`config.mk`:
```
export PLATFORM = sky130hd
export DESIGN_NAME = fir_stream_ctrl
export DESIGN_NICKNAME = d
export VERILOG_FILES = /design/src/rtl/fir_stream_ctrl.sv
export SDC_FILE = /design/constraint.sdc
export NUM_CORES = 1
export LEC_CHECK = 0
export ABC_AREA = 1
export CORE_UTILIZATION = 35
export CTS_CLUSTER_SIZE = 30
export DETAILED_ROUTE_END_ITERATION = 8
export PLACE_DENSITY = 0.68
export SYNTH_ARGS = -nofsm -noshare
export SYNTH_HDL_FRONTEND = slang
export SYNTH_SLANG_ARGS = --single-unit
```
`constraint.sdc`:
```
create_clock -name CLK -period 5.1 [get_ports CLK]
set_clock_uncertainty 0.1 [all_clocks]
set_input_delay 1.02 -clock CLK [delete_from_list [all_inputs] [get_ports CLK]]
set_output_delay 1.02 -clock CLK [all_outputs]
set_load 0.02 [all_outputs]
```
`src/rtl/fir_stream_ctrl.sv`:
```
// Configuration validator and stream sequencer in front of the FIR/FIFO datapath: IDLE -> LOAD -> STREAM, with FLUSH on reconfig.
// Samples reach the FIFO put port one cycle after handshake; src_ready follows full combinationally (no skid buffer).
module fir_stream_ctrl #(
    parameter int FS_HALF      = 22050,
    parameter int FLUSH_CYCLES = 64,
    parameter int LOAD_TIMEOUT = 4096,
    parameter int DW           = 32
) (
    input  logic          CLK,
    input  logic          reset,
    input  logic          cfg_valid,
    output logic          cfg_ready,
    input  logic [15:0]   cfg_bandlow,
    input  logic [15:0]   cfg_bandhi,
    input  logic [1:0]    cfg_select,
    output logic          cfg_err,
    input  logic          coe_done,
    output logic          start_coe,
    output logic [15:0]   bandlow,
    output logic [15:0]   bandhi,
    output logic [1:0]    filter_select,
    input  logic          src_valid,
    input  logic [DW-1:0] src_data,
    output logic          src_ready,
    input  logic          full,
    output logic [DW-1:0] data_put,
    output logic          req_put,
    output logic          busy,
    output logic [31:0]   sample_cnt
);
    localparam int FW = $clog2(FLUSH_CYCLES + 1);
    localparam int LW = $clog2(LOAD_TIMEOUT);
    localparam logic [15:0]   FS_LIM     = 16'(FS_HALF);
    localparam logic [FW-1:0] FLUSH_INIT = FW'(FLUSH_CYCLES);
    localparam logic [LW-1:0] LOAD_LAST  = LW'(LOAD_TIMEOUT - 1);

    typedef enum logic [1:0] {S_IDLE, S_LOAD, S_STREAM, S_FLUSH} state_t;

    state_t          r_state;
    state_t          w_state_nxt;
    logic [FW-1:0]   r_flush_cnt;
    logic [LW-1:0]   r_load_cnt;
    logic [15:0]     r_bandlow, r_bandhi, r_pend_low, r_pend_hi;
    logic [1:0]      r_select, r_pend_sel;
    logic            r_cfg_err, r_req_put;
    logic [DW-1:0]   r_data_put;
    logic [31:0]     r_sample_cnt;

    logic w_cfg_ok, w_cfg_hs, w_src_hs, w_timeout, w_flush_done;
    logic w_apply_cfg, w_pend_ld;

    // Lowpass has no lower edge; highpass's implicit upper edge is Nyquist.
    always_comb begin
        w_cfg_ok = 1'b0;
        case (cfg_select)
            2'b00:   w_cfg_ok = (cfg_bandlow < cfg_bandhi) && (cfg_bandhi <= FS_LIM);
            2'b01:   w_cfg_ok = (cfg_bandhi <= FS_LIM);
            2'b10:   w_cfg_ok = (cfg_bandhi <= FS_LIM) && (cfg_bandlow < FS_LIM);
            default: w_cfg_ok = 1'b0;
        endcase
    end

    assign cfg_ready    = (r_state == S_IDLE) || (r_state == S_STREAM);
    assign w_cfg_hs     = cfg_valid && cfg_ready;
    assign src_ready    = (r_state == S_STREAM) && !full && !(cfg_valid && w_cfg_ok);
    assign w_src_hs     = src_valid && src_ready;
    assign w_timeout    = (r_state == S_LOAD) && !coe_done && (r_load_cnt == LOAD_LAST);
    assign w_flush_done = (r_state == S_FLUSH) && (r_flush_cnt <= FW'(1));
    assign w_apply_cfg  = w_cfg_hs && w_cfg_ok && (r_state == S_IDLE);
    assign w_pend_ld    = w_cfg_hs && w_cfg_ok && (r_state == S_STREAM);

    always_comb begin
        w_state_nxt = r_state;
        case (r_state)
            S_IDLE:   if (w_apply_cfg) w_state_nxt = S_LOAD;
            S_LOAD:   if (coe_done) w_state_nxt = S_STREAM;
                      else if (w_timeout) w_state_nxt = S_IDLE;
            S_STREAM: if (w_pend_ld) w_state_nxt = S_FLUSH;
            S_FLUSH:  if (w_flush_done) w_state_nxt = S_LOAD;
            default:  w_state_nxt = S_IDLE;
        endcase
    end

    always_ff @(posedge CLK or posedge reset) begin
        if (reset) r_state <= S_IDLE;
        else       r_state <= w_state_nxt;
    end

    always_ff @(posedge CLK or posedge reset) begin
        if (reset) begin
            r_flush_cnt  <= '0;
            r_load_cnt   <= '0;
            r_bandlow    <= '0;
            r_bandhi     <= '0;
            r_select     <= '0;
            r_pend_low   <= '0;
            r_pend_hi    <= '0;
            r_pend_sel   <= '0;
            r_cfg_err    <= 1'b0;
            r_req_put    <= 1'b0;
            r_data_put   <= '0;
            r_sample_cnt <= '0;
        end else begin
            r_cfg_err  <= (w_cfg_hs && !w_cfg_ok) || w_timeout;
            r_req_put  <= w_src_hs;
            r_load_cnt <= (r_state == S_LOAD) ? r_load_cnt + LW'(1) : '0;

            if (w_src_hs) begin
                r_data_put   <= src_data;
                r_sample_cnt <= r_sample_cnt + 32'd1;
            end else if ((r_state == S_LOAD) && coe_done) begin
                r_sample_cnt <= '0;
            end

            if (w_apply_cfg) begin
                r_bandlow <= cfg_bandlow;
                r_bandhi  <= cfg_bandhi;
                r_select  <= cfg_select;
            end else if (w_flush_done) begin
                r_bandlow <= r_pend_low;
                r_bandhi  <= r_pend_hi;
                r_select  <= r_pend_sel;
            end

            if (w_pend_ld) begin
                r_pend_low  <= cfg_bandlow;
                r_pend_hi   <= cfg_bandhi;
                r_pend_sel  <= cfg_select;
                r_flush_cnt <= FLUSH_INIT;
            end else if (r_state == S_FLUSH) begin
                r_flush_cnt <= r_flush_cnt - FW'(1);
            end
        end
    end

    // start_coe/busy decode from state so an async reset drops them immediately.
    assign start_coe     = (r_state == S_LOAD);
    assign busy          = (r_state == S_LOAD) || (r_state == S_FLUSH);
    assign cfg_err       = r_cfg_err;
    assign bandlow       = r_bandlow;
    assign bandhi        = r_bandhi;
    assign filter_select = r_select;
    assign data_put      = r_data_put;
    assign req_put       = r_req_put;
    assign sample_cnt    = r_sample_cnt;
endmodule

```
### Word-level counts from Yosys, hierarchy flattened

Cells that the tools add are included.
W data, S select, Z words.

* register bits: 155
* input bits: 72
* output and inout bits: 104
* logic and storage cells: 76

* $add $sub $neg: 3
* magnitude comparators: 4
* eq/ne operators: 10
* muxes and demuxes: 18
* reductions and logical operators: 28

Operators by type and width (number)
* $mux W16: 4
* $mux W32: 2
* $add A32 B1 Y32 const B: 1
* $le A16 B15 Y1 const B: 1
* $lt A16 B15 Y1 const B: 1
* $lt A16 B16 Y1: 1
* $logic_and A1 B1 Y1: 15
* $mux W2: 7
* $mux W7: 2
* $add A12 B1 Y12 const B: 1
* $eq A12 B12 Y1 const B: 1
* $mux W12: 1
* $pmux W2 S4: 1
* $le A7 B1 Y1 const B: 1
* $sub A7 B1 Y7 const B: 1
* $eq A2 B2 Y1 const B: 3
* $ne A2 B2 Y1 const B: 3
* $reduce_bool A2 Y1: 3
* $eq A2 B1 Y1 const B: 2
* $logic_not A1 Y1: 4
* $logic_not A2 Y1: 2
* $reduce_and A4 Y1: 1
* $logic_or A1 B1 Y1: 3
* $ne A3 B2 Y1 const B: 1
* $pmux W1 S3: 1

### Logic depth before layout (Yosys ltp)

* depth after elaboration: 8
* mapped depth: 19
* mapped depth without buffers: 18

### Worst setup path after synthesis

Ideal clock, no wire load.

* kind: input port to output port
* from: input cfg_bandhi[14]
* to: output src_ready
* arrival: 2.555 ns
* data required time: 3.980 ns
* setup slack: 1.425 ns
* cell stages on the path: 15
* path buffers: 1
* cell sequence: inv_1 ha_1 nand2_1 inv_1 nand3_1 nor3_1 nand2_1 nand2_1 nand2_1 nand2_1 nand2_1 nand3_4 buf_1 nand2_1 inv_1

* word-level cells in the longest chain between the ends: 6
* elaborated cells on any way between the ends: 8
* classes of those cells: order compare: 2; mux: 1; reduce/logical: 5

RTL lines
* from (decl): line 14 `input logic [15:0] cfg_bandhi,`
* $le A16 B15 Y1 / $lt A16 B16 Y1 (equally long branches): line 56, 57, 58
* $logic_and A1 B1 Y1, on equally long branches: line 58, 56
* $pmux W1 S3 *: line 55 `case (cfg_select)`
* $logic_and A1 B1 Y1 *: line 65 `assign src_ready = (r_state == S_STREAM) && !full && !(cfg_valid && w_cfg_ok);`
* $logic_not A1 Y1 *: line 65
* $logic_and A1 B1 Y1 *: line 65
* to (decl): line 24 `output logic src_ready,`

Every way passes the cells marked *; elsewhere a longest branch is shown, timed or not.

### Worst setup path after layout

* from: input cfg_bandhi[15]
* to: output src_ready

The elaborated chain is that of the path after synthesis.

==> impl_metrics.tcl <==
set metrics [dict create \
    status "complete, no violations" \
    worst_pin_slew_ns 1.19 \
    syn-mean-instance-area_sq_um 7.78 \
    drc 0 \
    initial_core_util_pct 36.0 \
    crit_chain "clkdlybuf4s50_1 -> inv_1 -> ha_1 -> nand2_1 -> inv_1 -> nand3_1 -> nor3_1 -> nand2_1 -> nand2_1 -> nand2_1 -> nand2_1 -> nand2_1 -> nand3_4 -> nand2_1 -> inv_1 -> clkdlybuf4s50_1" \
    critPathArrivalTime_ns 3.56 \
    critical_path_peak_fanout 3 \
    hold_slack_ns 0.364 \
    final_cells 1537 \
    seq_area_frac_synth_pct 47.2 \
    io_pins 176 \
    post-route-period-util_pct 91.7 \
    pre_cts_ws_ns 0.443 \
    slew_viol_final 0 \
    crit_top_cell "nand2_1" \
    seq_area_sq_um 3880 \
    drive_gt1_share_pct 4.58 \
    yosys_warnings 0 \
    firstDrtPassIters 5 \
    max-cap-violations 0 \
    multi_input_area_sq_um 3610 \
    htreeDepth 4 \
    cts_setup_buffers 0 \
    post-place-cells 1505 \
    max_freq_mhz 214 \
    dieArea_sq_um 24100 \
    p_leak_nw 5.28 \
    cts.sinks 155 \
    cp_num_buf_inv 5 \
    antenna_cells 0 \
    synth_nets 1152 \
    relSlewSlack_pct 20.5 \
    setup_viol 0 \
    tns_ns 0 \
    cts_tree "built" \
    clk_pin_slew_worst_paths_ns 0.07 \
    grt_pass1_vias 7170 \
    clock_latency_ns 0.42 \
    path_delay_family "buffers and inverters" \
    syn_to_final_growth_pct 30.9 \
    die_w_microns 155 \
    irDropWorstVdd_v 0.000273 \
    grt_pass1_wl_microns 36200 \
    avgViaCountPerCell 4.91 \
    fp-row-count 55 \
    hold_violations 0 \
    cts_buffers 17 \
    min_period_ns 4.68 \
    end_kind "primary output" \
    place.gp.congestion 0.895 \
    drt-total-wl_microns 22000 \
    critPathRequiredTime_ns 3.98 \
    cts-root-buf "clkbuf_16" \
    io_buffers 175 \
    post_cts_resized 0 \
    critPathKind "input port to primary output" \
    synth_area_sq_um 8220 \
    fin_ws_ns 0.422 \
    rsz0062_at_grt "no" \
    routedWlPerCell_microns 14.3 \
    ant_nets 0 \
    grt_overflow 0 \
    coreArea_sq_um 22800 \
    ys_ff_latch 155 \
    dpl.hpwl_microns 14600 \
    num_vias 7546 \
    cp_slowest_stage_delay_ns 0.66 \
    synthCells 1056 \
    die_y_microns 155 \
    grt_use_total_pct 18.7 \
    drt_iter0_drc 553 \
    antenna_found_initial 0 \
    min_path_type "flop to flop" \
    n_fill_cell 2235 \
    power.density_nw_per_um2 433 \
    grt_max_degree 156 \
    layout.nets 1307 \
    cp-start-kind "input port" \
    worst_path_max_delay_cell "clkdlybuf4s50_1" \
    cts-hold-fix-buffers 0 \
    cts_buffer_depth 2 \
    synth_cell_types 38 \
]
==> layout make-up <==
cell class / count / share of cell area (%)
flip-flops and latches: 155 / 36.1
clock buffers: 19 / 4.21
multi-input cells: 728 / 33.6
inverters: 126 / 4.43
repair buffers: 183 / 17.1
clock inverters: 13 / 1.00
well taps: 313 / 3.64
==> power breakdown <==
part / leakage [nW] / switching (mW) / internal, mW
Sequential: 1.94 / 0.201 / 1.60
Clock: 0.265 / 0.565 / 0.661
Combinational: 3.07 / 0.908 / 0.722
Total: 5.28 / 1.67 / 2.98
==> logic make-up (layout without fill, tap and decap cells) <==
logic type,count (synthesis),after routing,share of synthesized area (%)
simple gates,600,600,32.0
xor+xnor,34,34,3.62
buf+inv,173,341,9.00
fa+ha+maj,24,24,3.65
flops,155,155,47.2
compound gates,70,70,4.49
==> sequential cells by signal, summed over array words and instances, names as in the netlist <==
signal / cells
data_put: 32
sample_cnt: 32
bandhi: 16
bandlow: 16
r_pend_hi: 16
r_pend_low: 16
r_load_cnt: 12
r_flush_cnt: 7
filter_select: 2
r_pend_sel: 2
r_state: 2
cfg_err: 1
req_put: 1
==> final timing paths <==
| path | start | to | slack (ns) | cells past startpoint |
|---|---|---|---|---|
| worst max-delay path | cfg_bandhi[15] | src_ready | 0.42 | 16 |
| worst min-delay path | r_load_cnt[0]$_DFF_PP0_ | r_load_cnt[0]$_DFF_PP0_ | 0.36 | 1 |
| worst max register to register | r_state[1]$_DFFE_PP0P_ | r_state[1]$_DFFE_PP0P_ | 2.73 | 6 |
| worst min register to register | r_load_cnt[0]$_DFF_PP0_ | r_load_cnt[0]$_DFF_PP0_ | 0.36 | 1 |
| max in group asynchronous | reset | r_flush_cnt[2]$_DFFE_PP0P_ | 3.12 | 3 |
| min in group asynchronous | reset | sample_cnt[9]$_DFFE_PP0P_ | 1.01 | 3 |
==> layout by cell type, fill, tap and decap left out, types with 20 or more instances in the layout <==
cell	count
clkdlybuf4s50_1	175
dfrtp_1	155
ha_1	24
inv_1	119
nand2_1	322
nand3_1	117
nand4_1	43
nor2_1	74
nor3_1	21
o21ai_0	33
xor2_1	20
==> Yosys cell counts, drive strengths merged <==
master  count  area, sq um
buf        30          203
a21boi      1         7.51
xnor2      14          123
a211oi      2         15.0
a31oi       1         6.26
clkinv      1         3.75
nand2     322         1210
nor4b       1         8.76
nor3       21          105
o21ai      48          244
nand3b      1         7.51
ha         24          300
and3        2         12.5
dfrtp     155         3880
a31o        1         8.76
nand3     119          613
and2        2         12.5
clkbuf     17         63.8
xor2       20          175
inv       125          469
a21oi      16         80.1
nor2       76          293
nor4        9         71.3
nand4      44          282
o31ai       1         7.51
or2         3         18.8
==> per-stage QoR <==
| stage | power (mW) | util [%] | area [sq um] |
|---|---|---|---|
| after floorplan | 2.68 | - | 8220 |
| after detailed placement | 3.46 | 44.6 | 10200 |
| after CTS | 4.71 | 47.1 | 10800 |
| final | 4.65 | 47.1 | 10800 |
| after global placement | 3.42 | 44.6 | 10200 |
| after global routing | 4.95 | 47.1 | 10800 |
==> per-layer routing <==
layer  share of wire [%]  wire [microns]  GRT usage, %
met4                 1.3             293          5.42
met3                 8.2            1800          5.60
met5                   0               0             0
met2                  45            9840          29.2
met1                  46           10000          25.2
Power figures use the tool's default switching activity.
